**src/rtl/tape_mode_select.sv**
```systemverilog
// Tape load/save mode selection from two front-panel pushbuttons.
// Each button is synchronised, debounced and edge-detected; accepted presses step a wrapping mode ID.

module tape_mode_debounce #(
   parameter int unsigned DEBOUNCE_CNT = 4
) (
   input  logic clock,
   input  logic reset,
   input  logic btn_n,
   output logic press_c
);

   localparam int unsigned CNT_W = (DEBOUNCE_CNT > 2) ? $clog2(DEBOUNCE_CNT) : 1;
   localparam logic [CNT_W-1:0] CNT_LAST = CNT_W'(DEBOUNCE_CNT - 1);

   logic             sync1;
   logic             sync2;
   logic             stable;
   logic             stable_d;
   logic [CNT_W-1:0] cnt;

   // Synchroniser, debounce counter and delayed stable level for edge detection
   always_ff @(posedge clock or posedge reset) begin
      if (reset) begin
         sync1    <= 1'b1;
         sync2    <= 1'b1;
         stable   <= 1'b1;
         stable_d <= 1'b1;
         cnt      <= '0;
      end else begin
         sync1    <= btn_n;
         sync2    <= sync1;
         stable_d <= stable;
         if (sync2 == stable) begin
            cnt <= '0;
         end else if (cnt == CNT_LAST) begin
            stable <= sync2;
            cnt    <= '0;
         end else begin
            cnt <= cnt + CNT_W'(1);
         end
      end
   end

   // Press is the 1->0 transition of the stable level; releases are ignored
   assign press_c = stable_d & ~stable;

endmodule

module tape_mode_select #(
   parameter int unsigned DEBOUNCE_CNT = 568400,
   parameter int unsigned LOAD_MODES   = 2,
   parameter int unsigned SAVE_MODES   = 3
) (
   input  logic       i_clock,
   input  logic       i_reset,
   input  logic       i_btn_load_n,
   input  logic       i_btn_save_n,
   input  logic       i_tape_busy,
   output logic [1:0] o_load_mode_id,
   output logic [1:0] o_save_mode_id,
   output logic       o_changed
);

   localparam logic [1:0] LOAD_LAST = 2'(LOAD_MODES - 1);
   localparam logic [1:0] SAVE_LAST = 2'(SAVE_MODES - 1);

   logic       load_press_c;
   logic       save_press_c;
   logic [1:0] load_next_c;
   logic [1:0] save_next_c;

   tape_mode_debounce #(.DEBOUNCE_CNT(DEBOUNCE_CNT)) u_load_db (
      .clock   (i_clock),
      .reset   (i_reset),
      .btn_n   (i_btn_load_n),
      .press_c (load_press_c)
   );

   tape_mode_debounce #(.DEBOUNCE_CNT(DEBOUNCE_CNT)) u_save_db (
      .clock   (i_clock),
      .reset   (i_reset),
      .btn_n   (i_btn_save_n),
      .press_c (save_press_c)
   );

   // Next mode IDs; presses seen while a transfer runs are dropped, not queued
   always_comb begin
      load_next_c = o_load_mode_id;
      save_next_c = o_save_mode_id;
      if (load_press_c && !i_tape_busy) begin
         load_next_c = (o_load_mode_id == LOAD_LAST) ? 2'd0 : 2'(o_load_mode_id + 2'd1);
      end
      if (save_press_c && !i_tape_busy) begin
         save_next_c = (o_save_mode_id == SAVE_LAST) ? 2'd0 : 2'(o_save_mode_id + 2'd1);
      end
   end

   // A single-mode channel never changes value, so it never pulses o_changed
   always_ff @(posedge i_clock or posedge i_reset) begin
      if (i_reset) begin
         o_load_mode_id <= 2'd0;
         o_save_mode_id <= 2'd0;
         o_changed      <= 1'b0;
      end else begin
         o_load_mode_id <= load_next_c;
         o_save_mode_id <= save_next_c;
         o_changed      <= (load_next_c != o_load_mode_id) || (save_next_c != o_save_mode_id);
      end
   end

endmodule

```
**config.mk**
```make
export PLATFORM = sky130hd
export DESIGN_NAME = tape_mode_select
export DESIGN_NICKNAME = d
export VERILOG_FILES = /design/src/rtl/tape_mode_select.sv
export SDC_FILE = /design/constraint.sdc
export NUM_CORES = 1
export LEC_CHECK = 0
export ABC_AREA = 1
export BUFFER_PORTS_ARGS = -buffer_cell sky130_fd_sc_hd__buf_2
export CORE_ASPECT_RATIO = 0.8
export CORE_UTILIZATION = 40
export DETAILED_ROUTE_END_ITERATION = 10
export PLACE_DENSITY = 0.6
export SLEW_MARGIN = 20
export SYNTH_ARGS = -nofsm -noshare
export SYNTH_HDL_FRONTEND = slang
export SYNTH_SLANG_ARGS = --single-unit
```
**constraint.sdc**
```tcl
create_clock -name i_clock -period 1.7 [get_ports i_clock]
set_input_delay 0.085 -clock i_clock [delete_from_list [all_inputs] [get_ports i_clock]]
set_output_delay 0.085 -clock i_clock [all_outputs]
set_load 0.01 [all_outputs]
```
==> impl_metrics.tcl <==
set metrics [dict create \
    status "complete, no violations" \
    die_area_mm2 0.00757 \
    htreeDepth 2 \
    cts_sinks 53 \
    post-place-cells 454 \
    portBuffers 9 \
    pwr_density_cell_mw_per_mm2 674 \
    path_cells "ha_1 > nand3_2 > nor2_1 > nand3_1 > nand2_2 > nor2_1" \
    synth_top_family_by_area "simple AND/OR/NAND/NOR gates" \
    die_w_um 97.0 \
    grt_usage 0.167 \
    min_to "o_changed$_DFF_PP0_" \
    max-cap-violations 0 \
    final_common_cell "nor2_1" \
    reg2reg_slack_ps 220 \
    critPathRequiredTime_ps 1900 \
    yosysWarnings 0 \
    utilization 0.460 \
    grt.overflow.total 0 \
    worstSkewPairLatency_ps 320 \
    antennaDiodeCount 0 \
    finalHoldViolCount 0 \
    netlist_area_mm2 0.00289 \
    crit_type "register to register" \
    area_delta_synth_final_pct 10.4 \
    synthAdderAreaFrac 0.00867 \
    cts_tree "yes" \
    synth-xor-area-share 0.0750 \
    syn_nets 364 \
    io_pins 10 \
    wirelength_mm 5.54 \
    drive_above_1_share 0.185 \
    setup_slack_ps 216 \
    syn_area_per_cell_um2 8.09 \
    place.gp.congestion 0.843 \
    hold_path_class "input pin to register" \
    clk_pin_slew_ps 100 \
    die_y_um 78.0 \
    r2r_cells 6 \
    period_share 0.873 \
    grt_pass1_vias 2114 \
    synth_compound_area_frac 0.0208 \
    cellLeakagePower_nw 1.51 \
    total_power_mw 2.15 \
    std_cell_rows 27 \
    avgRoutedWirePerCell_um 11.9 \
    start_util 0.417 \
    min_path_cells 4 \
    fillers 679 \
    critPathMaxStageDelay_ps 420 \
    syn_inst 357 \
    rsz0062_at_grt "no" \
    cts_made_buffers 5 \
    synth_seq_cells 53 \
    reg2reg_from "u_save_db.cnt[0]$_DFF_PP0_" \
    worst_path_most_repeated_cell "nor2_1" \
    dpl_cell_area_mm2 0.00306 \
    setup_viol_count_final 0 \
    layout_common_cells "nor2_1 (75), nand2_1 (68), dfrtp_1 (45)" \
    slew_headroom 0.725 \
    fin_setup_tns_ps 0 \
    whs_ps 55.2 \
    cts_buffer_depth 2 \
    critPathTopFamily "simple AND/OR/NAND/NOR gates" \
    via_per_inst 4.74 \
    finish.instance_area_mm2 0.00319 \
    crit_arrival_ps 1680 \
    slew_viol_final 0 \
    drtAntennaViolNets 0 \
    yosys.area_share.simple 0.369 \
    root_buffer "clkbuf_8" \
    ir_drop_mv 0.299 \
    cp-end-kind "register" \
    hp-start "i_tape_busy" \
    tightest_slew_ps 409 \
    synth_cell_type_count 28 \
    cp_max_fo 8 \
    finClkSkew_ps 11.7 \
    hpwlAfterDp_mm 4.12 \
    antenna_found_initial 0 \
    core_area_mm2 0.00693 \
    num_vias 2202 \
    drc 0 \
    first_pass_iters 4 \
    finalCriticalPeriod_ps 1480 \
    pre_cts_ws_ps 210 \
    grt_max_degree 54 \
    synthMuxAreaShare 0 \
    first_iter_violations 125 \
    start_kind "register" \
    finalNonFillerCells 465 \
    critPathBufInv 0 \
    reg2reg_to "u_save_db.cnt[6]$_DFF_PP0_" \
    grt_pass1_wl_mm 10.0 \
    cts_resized 0 \
    seq_area_frac_synth 0.463 \
    postCtsSetupBuffers 0 \
    slowest_stage "dfrtp_1" \
    nets 384 \
    max_freq_mhz 674 \
]
[kinds of logic (layout without fill, tap and decap cells)]
family                     Yosys count  after routing
AOI/OAI and AO/OA                   11             11
and+or+nand+nor                    219            219
buffers and inverters               49             70
adders and majority gates            2              2
DFF                                 53             53
xor gates and xnor gates            23             23
[worst max path at each step]
stage / from / end / cells past startpoint
after floorplan: i_reset / o_changed$_DFF_PP0_ / 1
after global placement: u_save_db.cnt[0]$_DFF_PP0_ / u_save_db.cnt[11]$_DFF_PP0_ / 6
after detailed placement: u_save_db.cnt[0]$_DFF_PP0_ / u_save_db.cnt[10]$_DFF_PP0_ / 6
after CTS: u_save_db.cnt[0]$_DFF_PP0_ / u_save_db.cnt[6]$_DFF_PP0_ / 6
after global routing: u_save_db.cnt[0]$_DFF_PP0_ / u_save_db.cnt[10]$_DFF_PP0_ / 6
final: u_save_db.cnt[0]$_DFF_PP0_ / u_save_db.cnt[6]$_DFF_PP0_ / 6
[layer usage]
layer | routed length (um) | vias to the layer above | GRT usage
li1 | - | 1134 | -
met1 | 3040 | 1020 | 0.248
met2 | 2160 | 40 | 0.237
met3 | 256 | 8 | 0.0351
met4 | 81 | 0 | 0.0582
met5 | 0 | - | 0
[worst min-delay path: cells and delay by family]
family | cells | cell delay [ps]
AND/OR/NAND/NOR | 2 | 110
buffers and inverters | 2 | 140
[Yosys cell counts]
library cell,count,area [um^2]
nor2_8,1,20.0
xnor2_1,4,35.0
a21oi_1,7,35.0
nand3b_1,1,7.51
nand3_1,31,155
nor3b_2,2,25.0
nand3_2,3,30.0
ha_1,2,25.0
and2_1,1,6.26
nor3_2,1,10.0
nor2_2,10,62.6
nor3_1,4,20.0
o21ai_0,1,5.00
o21ai_1,1,5.00
inv_1,43,161
dfrtp_1,45,1130
nand2_2,8,50.1
nor2_1,75,282
xor2_1,17,149
nor3_4,1,16.3
o21bai_1,2,15.0
nand4_1,4,25.0
xor2_2,2,32.5
nor2_4,5,56.3
nand2_1,68,255
nand2_4,4,45.0
inv_2,6,22.5
dfstp_2,8,210
[timing repair]
item,CTS,global route
hold buffers,3,0
setup endpoints to repair,0,0
endpoints found under the hold margin,47,0
[cell type report]
| type | instances | area (um^2) | area share |
|---|---|---|---|
| multi-input cells | 255 | 1370 | 0.429 |
| flip-flops and latches | 53 | 1340 | 0.419 |
| inverters | 49 | 184 | 0.0577 |
| clock inverters | 2 | 13.8 | 0.00432 |
| well taps | 87 | 109 | 0.0341 |
| repair buffers | 13 | 95.1 | 0.0298 |
| clock buffers | 6 | 82.6 | 0.0259 |
[power by group]
part	leakage [nW]	internal (mW)	switching, mW	total, mW
Combinational	0.752	0.0301	0.0630	0.0931
Clock	0.0512	0.331	0.426	0.757
Sequential	0.705	1.28	0.0168	1.30
[state kept, by name (all words and copies together), names as in the netlist]
register,flops
u_load_db.stable,1
u_save_db.sync1,1
u_load_db.cnt,20
o_changed,1
u_save_db.stable_d,1
u_load_db.stable_d,1
u_load_db.sync2,1
u_save_db.stable,1
o_load_mode_id,2
u_save_db.cnt,20
u_save_db.sync2,1
u_load_db.sync1,1
o_save_mode_id,2
No activity file was read; power rests on OpenSTA's default activity.
